[src/rtl/imem_fetch_ctrl_if.sv]
// Fetch-side bus bundle: instruction memory port, execute redirect and the
// valid/ready queue toward decode. The master modport is the fetch controller.
interface imem_fetch_ctrl_if;
    logic        fetch_en;
    logic [31:0] imem_pc;
    logic [31:0] imem_instr;
    logic        redirect_valid;
    logic [31:0] redirect_pc;
    logic        if_valid;
    logic [31:0] if_pc;
    logic [31:0] if_instr;
    logic        if_ready;
    logic        fault;
    logic [31:0] fault_pc;

    modport master (
        input  fetch_en, imem_instr, redirect_valid, redirect_pc, if_ready,
        output imem_pc, if_valid, if_pc, if_instr, fault, fault_pc
    );

    modport slave (
        output fetch_en, imem_instr, redirect_valid, redirect_pc, if_ready,
        input  imem_pc, if_valid, if_pc, if_instr, fault, fault_pc
    );
endinterface

[src/rtl/imem_fetch_ctrl.sv]
// Instruction fetch sequencer: owns the fetch PC, queues {pc, instr} pairs for decode,
// flushes on redirect. Define FETCH_FAULT_CHECK_EN to enable fetch address fault checking.
module imem_fetch_ctrl #(
    parameter logic [31:0] RESET_PC   = 32'h0000_0000,
    parameter int          IMEM_DEPTH = 64,
    parameter int          FIFO_DEPTH = 2
) (
    input  logic               clk,
    input  logic               rst_n,
    imem_fetch_ctrl_if.master  bus
);
    localparam int PTR_W = $clog2(FIFO_DEPTH);
    localparam int CNT_W = PTR_W + 1;
    localparam logic [CNT_W-1:0] FULL_CNT = CNT_W'(FIFO_DEPTH);

    localparam logic [1:0] ST_IDLE  = 2'd0;
    localparam logic [1:0] ST_RUN   = 2'd1;
    localparam logic [1:0] ST_FAULT = 2'd2;

    logic [1:0]       state;
    logic [31:0]      fetch_pc;
    logic [PTR_W-1:0] head;
    logic [PTR_W-1:0] tail;
    logic [CNT_W-1:0] count;
    logic [31:0]      q_pc    [FIFO_DEPTH];
    logic [31:0]      q_instr [FIFO_DEPTH];

    logic pop;
    logic room;
    logic push_try;
    logic push;
    logic fault_cond;
    logic redir_legal;

    // Redirect outranks everything: it suppresses both the pop and the push.
    assign pop      = bus.if_valid && bus.if_ready && !bus.redirect_valid;
    assign room     = (count != FULL_CNT) || pop;
    assign push_try = bus.fetch_en && (state != ST_FAULT) && !bus.redirect_valid && room;
    assign push     = push_try && !fault_cond;

`ifdef FETCH_FAULT_CHECK_EN
    function automatic logic pc_legal(input logic [31:0] pc);
        return (pc[1:0] == 2'b00) && ((pc >> 2) < 32'(IMEM_DEPTH));
    endfunction

    logic        fault_q;
    logic [31:0] fault_pc_q;

    assign fault_cond  = push_try && !pc_legal(fetch_pc);
    assign redir_legal = pc_legal(bus.redirect_pc);

    always_ff @(posedge clk or negedge rst_n) begin
        if (!rst_n) begin
            fault_q    <= 1'b0;
            fault_pc_q <= '0;
        end else if ((state == ST_FAULT) && bus.redirect_valid) begin
            if (redir_legal) fault_q <= 1'b0;
            else             fault_pc_q <= bus.redirect_pc;
        end else if (fault_cond) begin
            fault_q    <= 1'b1;
            fault_pc_q <= fetch_pc;
        end
    end

    assign bus.fault    = fault_q;
    assign bus.fault_pc = fault_pc_q;
`else
    assign fault_cond   = 1'b0;
    assign redir_legal  = 1'b1;
    assign bus.fault    = 1'b0;
    assign bus.fault_pc = '0;
`endif

    always_ff @(posedge clk or negedge rst_n) begin
        if (!rst_n) begin
            state <= ST_IDLE;
        end else if (state == ST_FAULT) begin
            if (bus.redirect_valid && redir_legal)
                state <= bus.fetch_en ? ST_RUN : ST_IDLE;
        end else if (fault_cond) begin
            state <= ST_FAULT;
        end else begin
            state <= bus.fetch_en ? ST_RUN : ST_IDLE;
        end
    end

    always_ff @(posedge clk or negedge rst_n) begin
        if (!rst_n) begin
            fetch_pc <= RESET_PC;
            head     <= '0;
            tail     <= '0;
            count    <= '0;
        end else if (bus.redirect_valid) begin
            fetch_pc <= bus.redirect_pc;
            head     <= '0;
            tail     <= '0;
            count    <= '0;
        end else begin
            if (push) begin
                fetch_pc <= fetch_pc + 32'd4;
                tail     <= tail + 1'b1;
            end
            if (pop)
                head <= head + 1'b1;
            case ({push, pop})
                2'b10:   count <= count + 1'b1;
                2'b01:   count <= count - 1'b1;
                default: count <= count;
            endcase
        end
    end

    // Queue storage is fully registered; decode never sees imem_instr directly.
    always_ff @(posedge clk or negedge rst_n) begin
        if (!rst_n) begin
            for (int i = 0; i < FIFO_DEPTH; i++) begin
                q_pc[i]    <= '0;
                q_instr[i] <= '0;
            end
        end else if (push) begin
            q_pc[tail]    <= fetch_pc;
            q_instr[tail] <= bus.imem_instr;
        end
    end

    assign bus.imem_pc  = fetch_pc;
    assign bus.if_valid = (count != '0);
    assign bus.if_pc    = q_pc[head];
    assign bus.if_instr = q_instr[head];
endmodule

[src/flat_wrapper.sv]
// flat-port wrapper written by rule: the top's interface ports become plain ports
module imem_fetch_ctrl_flat 
#(
    parameter logic [31:0] RESET_PC   = 32'h0000_0000,
    parameter int          IMEM_DEPTH = 64,
    parameter int          FIFO_DEPTH = 2
)
  (clk, rst_n, bus_fetch_en, bus_imem_instr, bus_redirect_valid, bus_redirect_pc, bus_if_ready, bus_imem_pc, bus_if_valid, bus_if_pc, bus_if_instr, bus_fault, bus_fault_pc);
  imem_fetch_ctrl_if bus_i ();
  input  logic clk;
  input  logic rst_n;
  input wire logic [$bits(bus_i.fetch_en)-1:0] bus_fetch_en;
  input wire logic [$bits(bus_i.imem_instr)-1:0] bus_imem_instr;
  input wire logic [$bits(bus_i.redirect_valid)-1:0] bus_redirect_valid;
  input wire logic [$bits(bus_i.redirect_pc)-1:0] bus_redirect_pc;
  input wire logic [$bits(bus_i.if_ready)-1:0] bus_if_ready;
  output wire logic [$bits(bus_i.imem_pc)-1:0] bus_imem_pc;
  output wire logic [$bits(bus_i.if_valid)-1:0] bus_if_valid;
  output wire logic [$bits(bus_i.if_pc)-1:0] bus_if_pc;
  output wire logic [$bits(bus_i.if_instr)-1:0] bus_if_instr;
  output wire logic [$bits(bus_i.fault)-1:0] bus_fault;
  output wire logic [$bits(bus_i.fault_pc)-1:0] bus_fault_pc;
  assign bus_i.fetch_en = bus_fetch_en;
  assign bus_i.imem_instr = bus_imem_instr;
  assign bus_i.redirect_valid = bus_redirect_valid;
  assign bus_i.redirect_pc = bus_redirect_pc;
  assign bus_i.if_ready = bus_if_ready;
  assign bus_imem_pc = bus_i.imem_pc;
  assign bus_if_valid = bus_i.if_valid;
  assign bus_if_pc = bus_i.if_pc;
  assign bus_if_instr = bus_i.if_instr;
  assign bus_fault = bus_i.fault;
  assign bus_fault_pc = bus_i.fault_pc;
  imem_fetch_ctrl #(.RESET_PC(RESET_PC), .IMEM_DEPTH(IMEM_DEPTH), .FIFO_DEPTH(FIFO_DEPTH)) u_core (.clk(clk), .rst_n(rst_n), .bus(bus_i));
endmodule
[config.mk]
export PLATFORM = sky130hd
export DESIGN_NAME = imem_fetch_ctrl_flat
export DESIGN_NICKNAME = d
export VERILOG_FILES = /design/src/rtl/imem_fetch_ctrl_if.sv /design/src/rtl/imem_fetch_ctrl.sv /design/src/flat_wrapper.sv
export SDC_FILE = /design/constraint.sdc
export NUM_CORES = 1
export LEC_CHECK = 0
export CORE_ASPECT_RATIO = 0.8
export CORE_MARGIN = 10
export CORE_UTILIZATION = 35
export CTS_BUF_LIST = sky130_fd_sc_hd__clkbuf_2
export CTS_CLUSTER_SIZE = 25
export DETAILED_ROUTE_END_ITERATION = 12
export GPL_TIMING_DRIVEN = 1
export HOLD_SLACK_MARGIN = 0.02
export REMOVE_ABC_BUFFERS = 1
export SYNTH_ARGS = -nofsm -noshare
export SYNTH_HDL_FRONTEND = slang
export SYNTH_SLANG_ARGS = --single-unit
[constraint.sdc]
create_clock -name clk -period 4.7 [get_ports clk]
set_input_delay 1.175 -clock clk [delete_from_list [all_inputs] [get_ports clk]]
set_output_delay 1.175 -clock clk [all_outputs]
set_load 0.005 [all_outputs]
; Word-level counts from Yosys, hierarchy flattened
; Index checks and enable logic that the tools add are counted.
[totals]
output_inout_bits = 130
in_bits = 69
latchBits = 0
register_bits = 166
romBits = 0
memories = 0
ram_bits = 0
word_cells = 58
[op_classes]
div_mod_pow = 0
order_cmp = 3
eq_ne = 6
n_bitwise = 2
n_reduce_logical = 12
add_sub_neg = 5
mux = 21
shifts = 0
multipliers = 0
[op_table]
columns = op, count
row1 = 32-bit two-way mux, 9
row2 = 64-bit bitwise mux, 2
row3 = "32-bit by 3-bit adder with 32-bit output, second input constant", 1
row4 = 32-bit demux with 1-bit select, 1
row5 = 1-bit logical AND, 6
row6 = 2-bit two-way mux, 3
row7 = "2-bit != test, second input constant", 3
row8 = 2-bit nonzero test, 3
row9 = 1-bit two-way mux, 5
row10 = "2-bit equality test, second input constant", 2
row11 = "2-bit greater-or-equal comparator, second input constant", 2
row12 = 1-bit inverter with 2-bit output, 2
row13 = 2-bit one-hot mux with 2 select lines, 1
row14 = 3-bit nonzero test, 1
row15 = "1-bit adder, second input constant", 2
row16 = "2-bit by 1-bit adder with 2-bit output, second input constant", 1
row17 = "2-bit by 1-bit equality test with 1-bit output, second input constant", 1
row18 = "2-bit by 1-bit less-than comparator with 1-bit output, second input constant", 1
row19 = "2-bit by 1-bit subtractor with 2-bit output, second input constant", 1
row20 = 1-bit logical NOT, 1
row21 = 1-bit logical OR, 1

; Longest topological paths before layout
; Gate-level depths: netlist of the first run.
[depth]
word_depth = 8
mapped_depth = 7
depth_no_buf = 5

; Worst setup path after synthesis of the first run
; Ideal clock, no wire load.
[synth_path]
path_type = input-to-reg
start = in bus_fetch_en
end = reg u_core.q_instr[57] (netlist name)
required_ns = 4.575
path_slack_ns = 1.972
arrival_ns = 2.603
n_path_buf = 2
cell_stages = 5
setup_ns = 0.125
cell_sequence = buf_1 -> nand2_1 -> nor3_2 -> buf_2 -> mux2_2
[synth_between]
elab_chain_cells = 3
[synth_lines]
columns = item, line_no
row1 = from (decl), flat_wrapper.sv:12  ; input wire logic [$bits(bus_i.fetch_en)-1:0] bus_fetch_en;
row2 = 1-bit logical AND (3 in a row), imem_fetch_ctrl.sv:38  ; assign push_try = bus.fetch_en && (state != ST_FAULT) && !bus.redirect_valid && room;
row3 = "to (signal, indexed assignment)", imem_fetch_ctrl.sv:122  ; q_instr[tail] <= bus.imem_instr;
row4 = to (decl), imem_fetch_ctrl.sv:26  ; logic [31:0] q_instr [FIFO_DEPTH];
; Every way passes these cells.
; A chain may end at the register's enable or synchronous reset.

; Worst setup path after layout of the first run
[layout_path]
start = reg u_core.head
end = out bus_if_pc[16]
[layout_between]
elab_chain_cells = 4
[layout_lines]
columns = item, line_no
row1 = from (decl), imem_fetch_ctrl.sv:22  ; logic [PTR_W-1:0] head;
row2 = from (signal assigned), imem_fetch_ctrl.sv:104  ; head <= head + 1'b1;
row3 = 1-bit inverter with 2-bit output (not written as such), imem_fetch_ctrl.sv:128  ; assign bus.if_pc = q_pc[head];
row4 = 32-bit two-way mux (not written as such) (3 in a row), imem_fetch_ctrl.sv:128
row5 = to (decl), flat_wrapper.sv:19  ; output wire logic [$bits(bus_i.if_pc)-1:0] bus_if_pc;
; Every way passes these cells. The select of a mux whose other input is x is not followed.

==> impl_metrics.ini, run 1 <==
[yosys]
avgSynthCellArea_um2 = 12.47
synth-seq-cells = 164
synth_cell_types = 41
synth-edff-count = 0
syn_inst = 627
synth-main-ff-cell = dfrtp_1
yosys_warnings = 0
ys_async_sr_fraction = 1.000
synth_seq_area_share = 0.5247
syn_area_mm2 = 0.007821

[clock_tree]
cts.reportedPaths.clkPinSlew_ps = 240
root_buffer = clkbuf_2
cts_tree = yes
cts_setup_buffers = 0
clock_sinks = 164
cts.path.max_buffers = 2
clock_latency_ps = 710
cts-htree-levels = 4
post_cts_resized = 0
cts-buffers-inserted = 17
hold_buffers = 0

[hold_path]
holdPathEnd = u_core.q_instr[56]$_DFFE_PN0P_
hold_depth = 1
hp-start = u_core.q_instr[56]$_DFFE_PN0P_
hold_path.class = register to register

[routing]
wirelength_mm = 20.43
drtIter0Drc = 169
wl_per_cell_um = 18.64
firstDrtPassIters = 4
viasPerCell = 4.914
postRouteAntennaNets = 0
drcViolationCount = 0
vias = 5386

[grt]
busiest_layer = met2
grt_pass1_wl_mm = 32.86
grt_max_degree = 105
grt_pass1_vias = 5973
grt_util_met3 = 0.05877
globalRouteMet2Util = 0.2311
grt-ovfl-total = 0
gr-usage-all-layers = 0.1412
antenna_found_initial = 1
met1_usage = 0.1737

[timing]
final-setup-viol-count = 0
rsz0062_at_grt = no
period_minus_slack_ps = 3954
tightest_slew_ps = 1014
max_freq_ghz = 0.2529
tns_ps = 0
timing.final.crit_share = 0.8413
maxSlewViolCount = 0
finalHoldViolations = 0
fin_ws_ps = 745.8
clock-skew-final_ps = 35.15
slew_headroom = 0.3239

[die]
die_w_um = 187.1
initial_utilization = 0.3588
die-area_mm2 = 0.02876
ios = 199
die_y_um = 153.7
core_mm2 = 0.02180
num_rows = 48

[placed_design]
place_ws_ps = 1044
numPortBuffers = 165
gp_congestion = 0.7609
dpl-instance-area_mm2 = 0.009643
hpwl_mm = 14.21

[layout]
multi_input_area_mm2 = 0.003397
final_util = 0.4526
final_area_mm2 = 0.009867
fin_nets = 851
register_area_mm2 = 0.004108
final_common_cell = mux2_2
drive_gt1_frac = 0.2922
num-fill-cells = 1977
final_cell_mix = mux2_2 (185), clkdlybuf4s50_1 (164), dfrtp_1 (163), conb_1 (33), nand2_1 (32)
area_growth_pct = 26.16

[critical_path]
reg2reg_depth = 5
critPathRequiredTime_ps = 3520
rrSetupSlack_ps = 2320
crit_fanout = 65
crit_buf_inv = 1
worstSetupStartpointType = register
crit_slowest_cell = dfrtp_4
critPathCaptureType = primary output
r2r_start = u_core.count[1]$_DFFE_PN0P_
regToRegEndpoint = u_core.q_pc[62]$_DFFE_PN0P_
critPathTopFamily = flip-flops
max_stage_delay_ps = 1150
crit_type = register to primary output
cp_data_arrival_time_ps = 2780
path_cells = mux2_2 > clkdlybuf4s50_1

[pwr]
p_sw_mw = 1.115
vdd_drop_max_v = 0.0001812
p_comb_frac = 0.293
p_leak_nw = 3.973
power.density_mw_per_mm2 = 386.3
power.internal_mw = 2.697
switching_share = 0.2925
p_clk_frac = 0.190
seqPwrFrac = 0.517

[run]
drv_cap = 0

[status]
outcome = finished, final reports clean
how the worst max path moves through the flow:
stage	from	to	slack, ps	cells after the start
after floorplan	bus_redirect_valid	u_core.q_instr[0]$_DFFE_PN0P_	-60	3
after global placement	bus_if_ready	u_core.q_instr[39]$_DFFE_PN0P_	1120	6
after detailed placement	bus_if_ready	u_core.q_instr[36]$_DFFE_PN0P_	1040	6
after CTS	u_core.head$_DFFE_PN0P_	bus_if_pc[20]	610	2
after global routing	u_core.head$_DFFE_PN0P_	bus_if_pc[20]	520	2
final	u_core.head$_DFFE_PN0P_	bus_if_pc[16]	750	2
flip-flops by register name (all words and copies together) (netlist names):
register / count
u_core.q_instr: 64
u_core.tail: 1
u_core.q_pc: 64
u_core.bus.imem_pc: 32
u_core.head: 1
u_core.count: 2
synthesized netlist by cell type, types with 2 or more instances:
cell type | number | share of area
and3_1 | 4 | 0.0032
a22oi_1 | 2 | 0.0019
and2_1 | 2 | 0.0016
nor4_1 | 5 | 0.0040
a311o_1 | 2 | 0.0026
dfrtp_1 | 164 | 0.52
nor3_1 | 2 | 0.0013
inv_1 | 8 | 0.0038
buf_2 | 12 | 0.0077
nor2_1 | 25 | 0.012
o31ai_1 | 15 | 0.014
a31oi_1 | 18 | 0.014
nand4_1 | 9 | 0.0072
buf_4 | 34 | 0.033
xnor2_1 | 3 | 0.0034
mux2_1 | 3 | 0.0043
nand2_1 | 32 | 0.015
or4_1 | 17 | 0.016
nand3b_1 | 2 | 0.0019
xor2_1 | 7 | 0.0078
buf_1 | 2 | 0.00096
o21ai_0 | 18 | 0.012
mux2_2 | 185 | 0.27
nor3b_1 | 2 | 0.0019
a21oi_1 | 2 | 0.0013
nand3_1 | 14 | 0.0090
or3_1 | 3 | 0.0024
clkbuf_1 | 22 | 0.011
layer usage:
metal  vias up  wire length (um)
li1       2514                 -
met1      2697              9004
met2       167              9556
met3         8              1756
met4         0               112
met5         -                 0
final cells by class:
cell class	count	share of cell area
timing repair buffer	174	0.1756
sequential	164	0.4163
tap	300	0.03804
clock inverter	14	0.01306
antenna	2	0.0005072
multi-input combinational	416	0.3443
clock buffer	18	0.009130
inverter	8	0.003043
per-stage QoR:
| stage | total power [mW] | std cells | hold WS [ps] |
|---|---|---|---|
| 6_report | 3.812 | 1096 | 517.1 |
| 5_1_grt | 4.072 | 1095 | 503.8 |
| 4_1_cts | 3.885 | 1094 | 510.0 |
| 3_5_place_dp | 3.141 | 1062 | 472.6 |
| 3_3_place_gp | 3.081 | 1062 | 457.8 |
| 2_1_floorplan | 2.499 | 588 | 444.4 |
kinds of logic after synthesis:
| group | synth area share |
|---|---|
| DFF | 0.5247 |
| and+or+nand+nor | 0.08239 |
| other | 0.0004795 |
| buffers and inverters | 0.05711 |
| AOI/OAI and AO/OA | 0.05055 |
| adders and majority gates | 0.001599 |
| muxes | 0.2720 |
| xor gates and xnor gates | 0.01120 |
power groups by stage:
stage | Sequential, mW | Clock (mW) | Combinational [mW]
global placement | 1.97 | 0 | 1.11
floorplan | 1.93 | 0 | 0.574
CTS | 1.97 | 0.769 | 1.14
global route | 2.02 | 0.825 | 1.22
finish | 1.97 | 0.726 | 1.12
detailed placement | 2.00 | 0 | 1.14
(Power assumes the default switching activity.)
==> run 2, diff against run 1 <==
==> constraint.sdc (replaced) <==
create_clock -name clk -period 3.45 [get_ports clk]
set_input_delay 0.8625 -clock clk [delete_from_list [all_inputs] [get_ports clk]]
set_output_delay 0.8625 -clock clk [all_outputs]
set_load 0.005 [all_outputs]
==> run 2 against run 1 <==
Against the previous run: final area grew 1.2%; critical path depth grew 1; non-clock buffer count rose by 6; sequential power increased by 36%; cell count grew 0.46%; clock skew increased by 15 ps.
==> impl_metrics.ini, run 2 (synthesis results as in run 1) <==
[routing]
drcViolationCount = 0
wl_per_cell_um = 19.39
viasPerCell = 4.936
wirelength_mm = 21.35
vias = 5435
drtIter0Drc = 240
firstDrtPassIters = 4
postRouteAntennaNets = 0

[die]
die_w_um = 187.1
core_mm2 = 0.02180
die-area_mm2 = 0.02876
die_y_um = 153.7
initial_utilization = 0.3588
num_rows = 48
ios = 199

[timing]
clock-skew-final_ps = 50.13
fin_hold_ws_ps = 72.22
slew_headroom = 0.5654
tightest_slew_ps = 652.0
max_freq_ghz = 0.3054
final-setup-viol-count = 0
fin_ws_ps = 175.2
period_minus_slack_ps = 3275
tns_ps = 0
timing.final.crit_share = 0.9492
maxSlewViolCount = 0
finalHoldViolations = 0
rsz0062_at_grt = no

[status]
outcome = finished, final reports clean

[placed_design]
place_ws_ps = 381.6
gp_congestion = 0.7699
numPortBuffers = 165
hpwl_mm = 15.19

[critical_path]
worstSetupStartpointType = register
critPathCaptureType = primary output
r2r_start = u_core.bus.imem_pc[2]$_DFFE_PN0P_
critPathRequiredTime_ps = 2590
cp-startpoint = u_core.head$_DFFE_PN0P_
crit_fanout = 15
crit_type = register to primary output
cp_data_arrival_time_ps = 2410

[pwr]
seqPwrFrac = 0.499
p_comb_frac = 0.294
p_leak_nw = 4.031
power.density_mw_per_mm2 = 534.9
p_sw_mw = 1.524
p_clk_frac = 0.207
power.internal_mw = 3.819
vdd_drop_max_v = 0.0002070
switching_share = 0.2852

[grt]
grt_pass1_wl_mm = 33.98
grt_max_degree = 70
antenna_found_initial = 0
gr-usage-all-layers = 0.1470
grt_pass1_vias = 5997
grt-ovfl-total = 0

[layout]
fin_nets = 857
area_growth_pct = 27.72
num-fill-cells = 1987
final_cell_mix = mux2_2 (185), clkdlybuf4s50_1 (164), dfrtp_1 (163), conb_1 (33), nand2_1 (32)
drive_gt1_frac = 0.2925
final_common_cell = mux2_2

[clock_tree]
cts-htree-levels = 4
root_buffer = clkbuf_2
hold_buffers = 0
cts-buffers-inserted = 17
cts.reportedPaths.clkPinSlew_ps = 270
cts.path.max_buffers = 2
clock_sinks = 164
post_cts_resized = 0
clock_latency_ps = 740
cts_tree = yes

[run]
drv_cap = 0

[hold_path]
hold_path.class = primary input to async pin
-- run 2: cell types whose count changed in the layout (fill, tap and decap cells not counted) --
cell       change
buf_12         +4
buf_4          +2
bufinv_16      +2
clkinv_1       +4
clkinv_2       -2
clkinv_4       -3
diode_2        -1
inv_6          -1
-- run 2: worst paths after layout --
kind,to,slack [ps],depth (start not counted)
worst max-delay path,bus_if_instr[8],180,3
worst min-delay path,u_core.bus.imem_pc[24]$_DFFE_PN0P_,70,1
worst max register to register,u_core.bus.imem_pc[26]$_DFFE_PN0P_,1180,5
worst min register to register,u_core.q_pc[12]$_DFFE_PN0P_,510,2
max in group asynchronous,u_core.bus.imem_pc[0]$_DFFE_PN0P_,2480,2
min in group clk,u_core.q_pc[12]$_DFFE_PN0P_,510,2
-- run 2: stage by stage --
stage            util  area, um2  power, mW  std cells
2_1_floorplan       -       7525      3.404        588
3_3_place_gp   0.4460       9723      4.217       1066
3_5_place_dp   0.4460       9723      4.301       1066
4_1_cts        0.4581       9987      5.426       1100
5_1_grt        0.4581       9987      5.699       1100
6_report       0.4582       9990      5.343       1101
-- run 2: area by class of cell --
class	instances	area, um2	area share
inverters	8	30.03	0.003006
flip-flops and latches	164	4108	0.4112
diodes	1	2.502	0.0002505
well taps	300	375.4	0.03758
clock inverters	14	158.9	0.01591
clock buffers	18	90.09	0.009018
repair buffers	180	1828	0.1830
multi-input cells	416	3397	0.3401
-- run 2: repair_timing --
action	in CTS	in global routing
hold endpoints to repair	0	0
buffers inserted	2	0
endpoints found under the setup margin	25	0
-- run 2: power groups by stage --
stage / registers (mW) / clock network [mW] / logic [mW]
floorplan: 2.62 / 0 / 0.781
global placement: 2.67 / 0 / 1.55
detailed placement: 2.71 / 0 / 1.59
CTS: 2.67 / 1.16 / 1.60
global route: 2.74 / 1.25 / 1.71
finish: 2.67 / 1.11 / 1.57
-- run 2: metal layers --
| layer | global-route usage | wire, um | vias up |
|---|---|---|---|
| met2 | 0.2426 | 10260 | 138 |
| met5 | 0 | 0 | - |
| met1 | 0.1801 | 9499 | 2762 |
| met3 | 0.05583 | 1492 | 10 |
| li1 | - | - | 2525 |
| met4 | 0.02836 | 96 | 0 |
-- run 2: critical path: stages, from the launching register on --
cell	delay, ps
dfrtp_4	570
buf_4	280
mux2_2	380
clkdlybuf4s50_1	450
